[config.mk]
export PLATFORM = sky130hd
export DESIGN_NAME = bot_regif_gen
export DESIGN_NICKNAME = d
export VERILOG_FILES = /design/src/rtl/bot_regif_pkg.sv /design/src/rtl/bot_wdog.sv /design/src/rtl/bot_regif_gen.sv
export SDC_FILE = /design/constraint.sdc
export NUM_CORES = 1
export LEC_CHECK = 0
export ABC_AREA = 1
export BUFFER_PORTS_ARGS = -buffer_cell sky130_fd_sc_hd__buf_2
export CAP_MARGIN = 20
export CORE_ASPECT_RATIO = 1.25
export CORE_MARGIN = 2
export CORE_UTILIZATION = 32
export DETAILED_ROUTE_END_ITERATION = 10
export GPL_ROUTABILITY_DRIVEN = 0
export MAX_ROUTING_LAYER = met4
export PLACE_DENSITY = 0.59
export SYNTH_ARGS = -nofsm -noshare
export SYNTH_HDL_FRONTEND = slang
export SYNTH_SLANG_ARGS = --single-unit
[constraint.sdc]
create_clock -name clk -period 3.95 [get_ports clk]
set_clock_uncertainty 0.2 [all_clocks]
set_input_delay 0.1975 -clock clk [delete_from_list [all_inputs] [get_ports clk]]
set_output_delay 0.1975 -clock clk [all_outputs]
set_load 0.01 [all_outputs]
[src/rtl/bot_regif_pkg.sv]
// Shared constants for the BOT 4.x PicoBlaze register interface:
// I/O port map, system register indices and status bit positions.
package bot_regif_pkg;

    localparam int unsigned PA_W = 5;

    localparam logic [PA_W-1:0] PA_MOTCTL      = 5'h00;
    localparam logic [PA_W-1:0] PA_BOTCFG      = 5'h07;
    localparam logic [PA_W-1:0] PA_MAPX        = 5'h08;
    localparam logic [PA_W-1:0] PA_MAPY        = 5'h09;
    localparam logic [PA_W-1:0] PA_MAPVAL      = 5'h0A;
    localparam logic [PA_W-1:0] PA_COMMIT      = 5'h0C;
    localparam logic [PA_W-1:0] PA_HEARTBEAT   = 5'h0E;
    localparam logic [PA_W-1:0] PA_STATUS      = 5'h0F;
    localparam logic [PA_W-1:0] PA_SYSREG_BASE = 5'h10;

    localparam int unsigned SR_LOCX    = 0;
    localparam int unsigned SR_LOCY    = 1;
    localparam int unsigned SR_BOTINFO = 2;
    localparam int unsigned SR_SENSORS = 3;
    localparam int unsigned SR_LMDIST  = 4;
    localparam int unsigned SR_RMDIST  = 5;

    localparam int unsigned ST_IRQ     = 0;
    localparam int unsigned ST_OVERRUN = 1;
    localparam int unsigned ST_ALIVE   = 2;

endpackage

[src/rtl/bot_wdog.sv]
// Heartbeat watchdog: reloads on kick, counts down to zero, alive while nonzero.
module bot_wdog #(
    parameter int unsigned WDOG_CYCLES = 1000000
) (
    input  logic clk,
    input  logic reset,
    input  logic kick,
    output logic alive
);

    localparam int unsigned CNT_W = $clog2(WDOG_CYCLES + 1);

    logic [CNT_W-1:0] cnt_d, cnt_q;
    logic             alive_d, alive_q;

    always_comb begin
        cnt_d = cnt_q;
        if (kick) begin
            cnt_d = CNT_W'(WDOG_CYCLES);
        end else if (cnt_q != '0) begin
            cnt_d = cnt_q - CNT_W'(1);
        end
        // alive tracks the next count so it stays aligned with cnt_q
        alive_d = (cnt_d != '0);
    end

    always_ff @(posedge clk or posedge reset) begin
        if (reset) begin
            cnt_q   <= '0;
            alive_q <= 1'b0;
        end else begin
            cnt_q   <= cnt_d;
            alive_q <= alive_d;
        end
    end

    assign alive = alive_q;

endmodule

[src/rtl/bot_regif_gen.sv]
// PicoBlaze I/O register interface: holding registers with atomic commit to
// sys_regs, sticky update interrupt with overrun, map address regs, watchdog.
module bot_regif_gen
    import bot_regif_pkg::*;
#(
    parameter int unsigned NUM_SYS_REGS = 6,
    parameter int unsigned DATA_W       = 8,
    parameter int unsigned WDOG_CYCLES  = 1000000
) (
    input  logic                           clk,
    input  logic                           reset,
    input  logic                           wr_strobe,
    input  logic                           rd_strobe,
    input  logic [7:0]                     port_id,
    input  logic [DATA_W-1:0]              data_in,
    output logic [DATA_W-1:0]              data_out,
    input  logic [DATA_W-1:0]              mot_ctl,
    input  logic [DATA_W-1:0]              bot_config,
    input  logic [1:0]                     map_val,
    output logic [DATA_W-1:0]              map_x,
    output logic [DATA_W-1:0]              map_y,
    output logic [NUM_SYS_REGS*DATA_W-1:0] sys_regs,
    output logic                           upd_irq,
    input  logic                           upd_ack,
    output logic                           bot_alive
);

    localparam int unsigned SYS_W = NUM_SYS_REGS * DATA_W;

    logic [PA_W-1:0]   addr;
    logic              hb_kick;

    logic [DATA_W-1:0] hold_d [NUM_SYS_REGS];
    logic [DATA_W-1:0] hold_q [NUM_SYS_REGS];
    logic [SYS_W-1:0]  sys_regs_d, sys_regs_q;
    logic [DATA_W-1:0] map_x_d, map_x_q;
    logic [DATA_W-1:0] map_y_d, map_y_q;
    logic [DATA_W-1:0] data_out_d, data_out_q;
    logic              commit_d, commit_q;
    logic              upd_irq_d, upd_irq_q;
    logic              overrun_d, overrun_q;

    // rd_strobe is not needed (reads are continuous) and port_id[7:5] is not decoded
    logic unused_inputs;
    assign unused_inputs = ^{rd_strobe, port_id[7:PA_W]};

    assign addr = port_id[PA_W-1:0];

    always_comb begin
        hold_d     = hold_q;
        sys_regs_d = sys_regs_q;
        map_x_d    = map_x_q;
        map_y_d    = map_y_q;
        upd_irq_d  = upd_irq_q;
        overrun_d  = overrun_q;
        data_out_d = '0;
        commit_d   = wr_strobe && (addr == PA_COMMIT);
        hb_kick    = wr_strobe && (addr == PA_HEARTBEAT);

        // Register writes
        if (wr_strobe) begin
            if (addr == PA_MAPX) map_x_d = data_in;
            if (addr == PA_MAPY) map_y_d = data_in;
            if (addr == PA_STATUS) overrun_d = 1'b0;
            for (int unsigned i = 0; i < NUM_SYS_REGS; i++) begin
                if (addr == PA_W'(PA_SYSREG_BASE + i)) hold_d[i] = data_in;
            end
        end

        // Commit load, interrupt set has priority over acknowledge
        if (commit_q) begin
            for (int unsigned i = 0; i < NUM_SYS_REGS; i++) begin
                sys_regs_d[i*DATA_W +: DATA_W] = hold_q[i];
            end
            upd_irq_d = 1'b1;
            if (upd_irq_q && !upd_ack) overrun_d = 1'b1;
        end else if (upd_ack) begin
            upd_irq_d = 1'b0;
        end

        // Read mux, registered into data_out
        case (addr)
            PA_MOTCTL: data_out_d = mot_ctl;
            PA_BOTCFG: data_out_d = bot_config;
            PA_MAPX:   data_out_d = map_x_q;
            PA_MAPY:   data_out_d = map_y_q;
            PA_MAPVAL: data_out_d = DATA_W'(map_val);
            PA_STATUS: begin
                data_out_d[ST_IRQ]     = upd_irq_q;
                data_out_d[ST_OVERRUN] = overrun_q;
                data_out_d[ST_ALIVE]   = bot_alive;
            end
            default: begin
                for (int unsigned i = 0; i < NUM_SYS_REGS; i++) begin
                    if (addr == PA_W'(PA_SYSREG_BASE + i)) data_out_d = hold_q[i];
                end
            end
        endcase
    end

    always_ff @(posedge clk or posedge reset) begin
        if (reset) begin
            for (int unsigned i = 0; i < NUM_SYS_REGS; i++) begin
                hold_q[i] <= '0;
            end
            sys_regs_q <= '0;
            map_x_q    <= '0;
            map_y_q    <= '0;
            data_out_q <= '0;
            commit_q   <= 1'b0;
            upd_irq_q  <= 1'b0;
            overrun_q  <= 1'b0;
        end else begin
            hold_q     <= hold_d;
            sys_regs_q <= sys_regs_d;
            map_x_q    <= map_x_d;
            map_y_q    <= map_y_d;
            data_out_q <= data_out_d;
            commit_q   <= commit_d;
            upd_irq_q  <= upd_irq_d;
            overrun_q  <= overrun_d;
        end
    end

    bot_wdog #(
        .WDOG_CYCLES(WDOG_CYCLES)
    ) u_wdog (
        .clk  (clk),
        .reset(reset),
        .kick (hb_kick),
        .alive(bot_alive)
    );

    assign data_out = data_out_q;
    assign map_x    = map_x_q;
    assign map_y    = map_y_q;
    assign sys_regs = sys_regs_q;
    assign upd_irq  = upd_irq_q;

endmodule

==> impl_metrics.csv, run 1 <==
group,metric,value,unit
global_route,grt_overflow_total,0,
clock_network,cts_sinks,144,
hold_path,worstHoldStart,"data_in[5]",
sta,rsz0062_at_grt,"false",
sta,fmax,433,MHz
setup_path,crit_path_start,"u_wdog.cnt_q[9]$_DFF_PP0_",
sta,fin_tns_setup,0,ns
setup_path,cp_max_fo,13,
placed_design,port_buffers,108,
clock_network,htree_levels,4,
floorplan,die_area,21400,µm²
synth,async_flop_share,1.00,
power,pwr-share-comb,0.166,
setup_path,cpPeakStageDelay,0.41,ns
sta,period_needed,2.31,ns
sta,finalHoldViolCount,0,
global_route,grt_pass1_wl,28800,µm
global_route,grt_max_degree,145,
synth,syn_inst,770,
synth,ys.flop_type,"dfrtp_1",
drt,finalWirelength,18200,µm
setup_path,cp_slowest_cell,"dfrtp_1",
drt,drtPass1Iterations,6,
synth,synth_edf_count,0,
power,power_frac_clock,0.395,
clock_network,clock-root-buffer,"clkbuf_16",
setup_path,path_buf_inv,0,
drt,avgRoutedWirePerCell,15.6,µm
power,leakage,4.15,nW
cells_and_area,fin_nets,927,
setup_path,rr_startpoint,"u_wdog.cnt_q[9]$_DFF_PP0_",
hold_path,min_path_type,"in -> reg",
power,p_sw,1.28,mW
clock_network,clk_latency,0.42,ns
floorplan,die_x,131,µm
floorplan,coreArea,20000,µm²
drt,ant_nets,0,
synth,synth_area_leader_cell,"dfrtp_1",
sta,setup_viol,0,
power,p_seq_frac,0.438,
drt,routed_via_density,4.67,
sta,period_share,0.585,
floorplan,start_util,0.324,
placed_design,dp_hpwl,13100,µm
cells_and_area,n_antenna_cell,0,
synth,syn_avg_cell_area,8.43,µm²
setup_path,cp_top_family,"simple AND/OR/NAND/NOR gates",
drt,drt_iter0_markers,282,
power,swShare,0.295,
setup_path,end_kind,"register",
global_route,grt_pass1_vias,5228,
drt,num_vias,5463,
run_status,outcome,"finished, final reports clean",
sta,relSlewSlack,0.344,
setup_path,critPathRequiredTime,4.05,ns
sta,slew_violations,0,
floorplan,row_count,58,
synth,syn_nets,811,
sta,hold_slack,0.00878,ns
power,pwr_density_cell,541,nW/µm²
job,maxCapViolations,0,
clock_network,cts_tree,"built",
global_route,antenna_found_initial,0,
setup_path,cp_data_arrival_time,2.42,ns
drt,drcViolationCount,0,
synth,ys_seq_area_frac,0.555,
clock_network,cts_buffer_depth,2,
synth,synth_cell_types,32,
power,vdd_drop_max,300,µV
synth,netlist_area,6490,µm²
synth,ys.warnings.count,0,
cells_and_area,drive_above_1_share,0.191,
synth,yosys_register_bits,144,
floorplan,dieHeight,163,µm
power,intPower,3.06,mW
global_route,grt_use_total,0.178,
cells_and_area,area_delta_synth_final,23.6,%
setup_path,startpoint_type,"register",
setup_path,critical_path_class,"reg -> reg",
clock_network,cts_buffers,17,
setup_path,path_cells,"nor2_2 > nand2_1 > nor2_4 > nand3_2 > nand2_1 > nand3_1 > nor2_1 > nand3_1 > nor2_1 > nand2_1",
setup_path,critPathMostFrequentCell,"nand2_1",
clock_network,path_clk_slew,0.06,ns
synth,netlist.area_leader.share,0.555,
floorplan,ios,113,
sta,worst_pin_slew,0.983,ns
synth,synth_area_leaders,"dfrtp_1, nand2_1, o21ai_0",
-- worst register-to-register path, stage by stage, from the launching register on --
cell and delay, ns:
dfrtp_1 0.41, nor2_2 0.19, nand2_1 0.14, nor2_4 0.21, nand3_2 0.30, nand2_1 0.22
nand3_1 0.10, nor2_1 0.14, nand3_1 0.09, nor2_1 0.14, nand2_1 0.07
-- cell families after synthesis --
kind of cell | after synthesis | synth area share
and+or+nand+nor | 394 | 0.262
DFF | 144 | 0.555
AOI/OAI and AO/OA | 125 | 0.107
buffers and inverters | 96 | 0.0596
xor gates and xnor gates | 9 | 0.0121
adders and majority gates | 2 | 0.00386
-- cell usage after synthesis (4+ instances only) --
master	count
nand2_1	272
clkbuf_1	18
nand3_1	43
inv_1	68
xor2_1	6
nor3_4	4
nand4_1	12
o21ai_2	8
o21ai_0	89
nor2_4	5
nor2_1	44
a221oi_1	5
a21oi_1	14
inv_2	4
dfrtp_1	144
-- registers in the layout, indices dropped and copies added (netlist names) --
signal	flops
u_wdog.cnt_q	20
upd_irq	1
commit_q	1
map_y	8
overrun_q	1
sys_regs	48
hold_q	48
u_wdog.alive	1
data_out	8
map_x	8
-- per-stage QoR --
stage                     instances  setup WS (ns)  power (mW)  utilization  cell area (µm²)
after floorplan                 770           1.75        2.36            -             6490
after global placement         1127           1.66        2.63        0.364             7290
after detailed placement       1127           1.68        2.64        0.364             7290
after CTS                      1169           1.63        4.37        0.400             8020
after global routing           1169           1.44        4.58        0.400             8020
final                          1169           1.64        4.34        0.400             8020
-- area by class of cell --
type	count	area [µm²]
Clock buffer	20	447
Fill cell	2101	12000
Tap cell	270	338
Sequential cell	144	3600
Clock inverter	12	184
Inverter	72	274
Timing Repair Buffer	121	676
Multi-Input combinational cell	530	2500
-- power by group through the flow --
stage	Sequential [mW]	Combinational [mW]	Clock, mW
2_1_floorplan	1.93	0.431	0
3_3_place_gp	1.92	0.705	0
3_5_place_dp	1.93	0.718	0
4_1_cts	1.90	0.732	1.74
5_1_grt	1.94	0.828	1.81
6_report	1.90	0.722	1.71
-- timing repair --
| item | in CTS | in global routing |
|---|---|---|
| buffers inserted | 0 | 0 |
| hold endpoints to repair | 152 | 0 |
| gates resized for setup | 0 | 0 |
| endpoints found under the setup margin | 0 | 0 |
| hold buffers | 10 | 0 |
-- final timing paths --
check | end | slack (ns) | depth (start not counted)
min in group asynchronous | u_wdog.cnt_q[7]$_DFF_PP0_ | 0.27 | 4
max in group asynchronous | sys_regs[34]$_DFFE_PP0P_ | 2.60 | 4
worst min register to register | sys_regs[34]$_DFFE_PP0P_ | 0.26 | 2
worst max-delay path | u_wdog.alive$_DFF_PP0_ | 1.64 | 10
worst min-delay path | hold_q[29]$_DFFE_PP0P_ | 0.009 | 3
worst max register to register | u_wdog.alive$_DFF_PP0_ | 1.64 | 10
-- cells in the final DEF (no fill, tap or decap), types with 4 or more instances in the layout --
cell type | synthesis | final
inv_2 | 4 | 4
xor2_1 | 6 | 6
clkinvlp_4 | 0 | 6
buf_2 | 2 | 108
nand3_1 | 43 | 43
dfrtp_1 | 144 | 144
clkbuf_16 | 0 | 17
nor2_4 | 5 | 5
o21ai_0 | 89 | 89
a21oi_1 | 14 | 14
o21ai_2 | 8 | 8
a221oi_1 | 5 | 5
bufinv_16 | 0 | 4
nor3_4 | 4 | 4
nor2_1 | 44 | 44
inv_1 | 68 | 67
nand2_1 | 272 | 272
nand4_1 | 12 | 12
dlygate4sd3_1 | 0 | 10
-- per-layer routing --
metal  routed length (µm)  track usage  vias to the layer above
li1                     -            -                     2711
met1                 8220        0.224                     2592
met2                 8890        0.290                      135
met3                  802       0.0372                       25
met4                  316       0.0578                        0
met5                    0            -                        -
(Power assumes the default switching activity.)
==> run 2, diff against run 1 <==
PLACE_DENSITY = 0.58   (was 0.59)
clock period = 2.24 ns   (was 3.95 ns; I/O delays follow)
==> impl_metrics.csv, run 2 (synthesis gave the netlist of run 1 again) <==
group,metric,value,unit
run_status,outcome,"finished, final reports clean",
drt,finalWirelength,18800,µm
clock_network,cts_buffer_depth,2,
placed_design,port_buffers,108,
cells_and_area,fin_util,0.417,
clock_network,htree_levels,4,
clock_network,clock-root-buffer,"clkbuf_16",
sta,period_share,0.924,
global_route,grt_max_degree,65,
power,leakage,4.34,nW
drt,routed_via_density,4.68,
drt,num_vias,5651,
floorplan,die_area,21400,µm²
setup_path,cp_data_arrival_time,2.18,ns
setup_path,critPathRequiredTime,2.35,ns
sta,period_needed,2.07,ns
global_route,grt_overflow_total,0,
clock_network,cts_buffers,17,
clock_network,cts_tree,"built",
floorplan,coreArea,20000,µm²
hold_path,min_path_type,"in -> reg",
global_route,antenna_found_initial,0,
setup_path,end_kind,"register",
cells_and_area,area_delta_synth_final,28.8,%
cells_and_area,drive_above_1_share,0.217,
cells_and_area,fin_nets,965,
cells_and_area,final_cell_mix,"nand2_1, dfrtp_1, buf_2",
placed_design,dp_hpwl,13700,µm
sta,fmax,483,MHz
clock_network,cts_sinks,144,
drt,drcViolationCount,0,
floorplan,die_x,131,µm
clock_network,clk_latency,0.42,ns
floorplan,dieHeight,163,µm
power,vdd_drop_max,461,µV
sta,worst_pin_slew,0.617,ns
drt,ant_nets,0,
setup_path,critical_path_class,"reg -> reg",
job,maxCapViolations,0,
cells_and_area,multi_input_area,2520,µm²
floorplan,row_count,58,
sta,relSlewSlack,0.589,
drt,drt_iter0_markers,396,
drt,drtPass1Iterations,5,
cells_and_area,seq_area,3600,µm²
cells_and_area,n_fill_cell,2049,
global_route,grt_use_total,0.184,
cells_and_area,layout_commonest_cell,"nand2_1",
power,pwr_density_cell,910,nW/µm²
drt,avgRoutedWirePerCell,15.6,µm
cells_and_area,n_antenna_cell,0,
floorplan,ios,113,
global_route,grt_pass1_vias,5575,
floorplan,start_util,0.324,
sta,setup_viol,0,
sta,finalHoldViolCount,0,
sta,slew_violations,0,
power,power,7.60,mW
setup_path,cp_max_fo,8,
global_route,grt_pass1_wl,29400,µm
clock_network,path_clk_slew,0.06,ns
setup_path,startpoint_type,"register",
run 2: cell types whose count changed in the layout (fill, tap and decap cells not counted), moves of 2 or more:
cell	previous run	this run
buf_12	1	3
buf_4	2	23
bufinv_16	4	2
clkbuf_1	2	0
clkinv_4	2	6
clkinvlp_4	6	4
dlygate4sd3_1	10	25
nand3_1	43	41
nand3_2	1	3
nor2_1	44	42
nor2_2	3	5
run 2: stage by stage:
stage | setup TNS, ns | instance area [µm²] | setup WS (ns) | hold slack (ns) | std cells
global route | -0.00369 | 8360 | -0.00369 | 0.0346 | 1207
detailed placement | 0 | 7460 | 0.107 | -0.0596 | 1146
CTS | 0 | 8310 | 0.0170 | 0.000936 | 1203
global placement | 0 | 7460 | 0.133 | -0.0634 | 1146
floorplan | 0 | 6490 | 0.123 | 0.0540 | 770
finish | 0 | 8360 | 0.170 | 0.0281 | 1207
run 2: area by class of cell:
type / count / share of cell area
multi-input combinational: 530 / 0.301
tap: 270 / 0.0404
inverter: 72 / 0.0328
sequential: 144 / 0.431
clock inverter: 14 / 0.0192
timing repair buffer: 159 / 0.122
clock buffer: 18 / 0.0526
run 2: final timing paths:
path / start / endpoint / slack, ns / cells after the start
min in group asynchronous: reset / data_out[6]$_DFF_PP0_ / 0.06 / 3
max in group asynchronous: reset / hold_q[30]$_DFFE_PP0P_ / 1.20 / 4
hold / removal: data_in[6] / hold_q[30]$_DFFE_PP0P_ / 0.03 / 3
setup / recovery: u_wdog.cnt_q[0]$_DFF_PP0_ / u_wdog.alive$_DFF_PP0_ / 0.17 / 13
setup reg to reg: u_wdog.cnt_q[0]$_DFF_PP0_ / u_wdog.alive$_DFF_PP0_ / 0.17 / 13
hold reg to reg: sys_regs[38]$_DFFE_PP0P_ / sys_regs[38]$_DFFE_PP0P_ / 0.27 / 2
run 2: where the power goes:
group	switching, mW	internal, mW
clock	1.17	1.69
combinational	0.833	0.553
sequential	0.336	3.03
total	2.34	5.27
run 2: critical path, stage by stage (launching register included):
cell,delay [ns]
dfrtp_1,0.37
inv_1,0.15
ha_2,0.23
nand2_2,0.11
nor2_4,0.22
inv_1,0.09
nand2_1,0.06
nand2_1,0.05
nand2_1,0.07
nand3_1,0.08
nor2_1,0.10
nand3_1,0.09
nor2_1,0.10
nand2_1,0.05
run 2: per-layer routing:
layer  share of wire  track usage  up-vias
li1                -            -     2789
met1            0.44        0.222     2686
met2            0.49        0.303      144
met3           0.037       0.0307       32
met4           0.030       0.0845        0
met5               0            -        -
run 2: timing repair:
| item | CTS | global route |
|---|---|---|
| setup buffers | 0 | 4 |
| gates resized for setup | 0 | 6 |
| setup endpoints to repair | 0 | 3 |
| hold buffers | 25 | 0 |
| hold endpoints to repair | 197 | 0 |
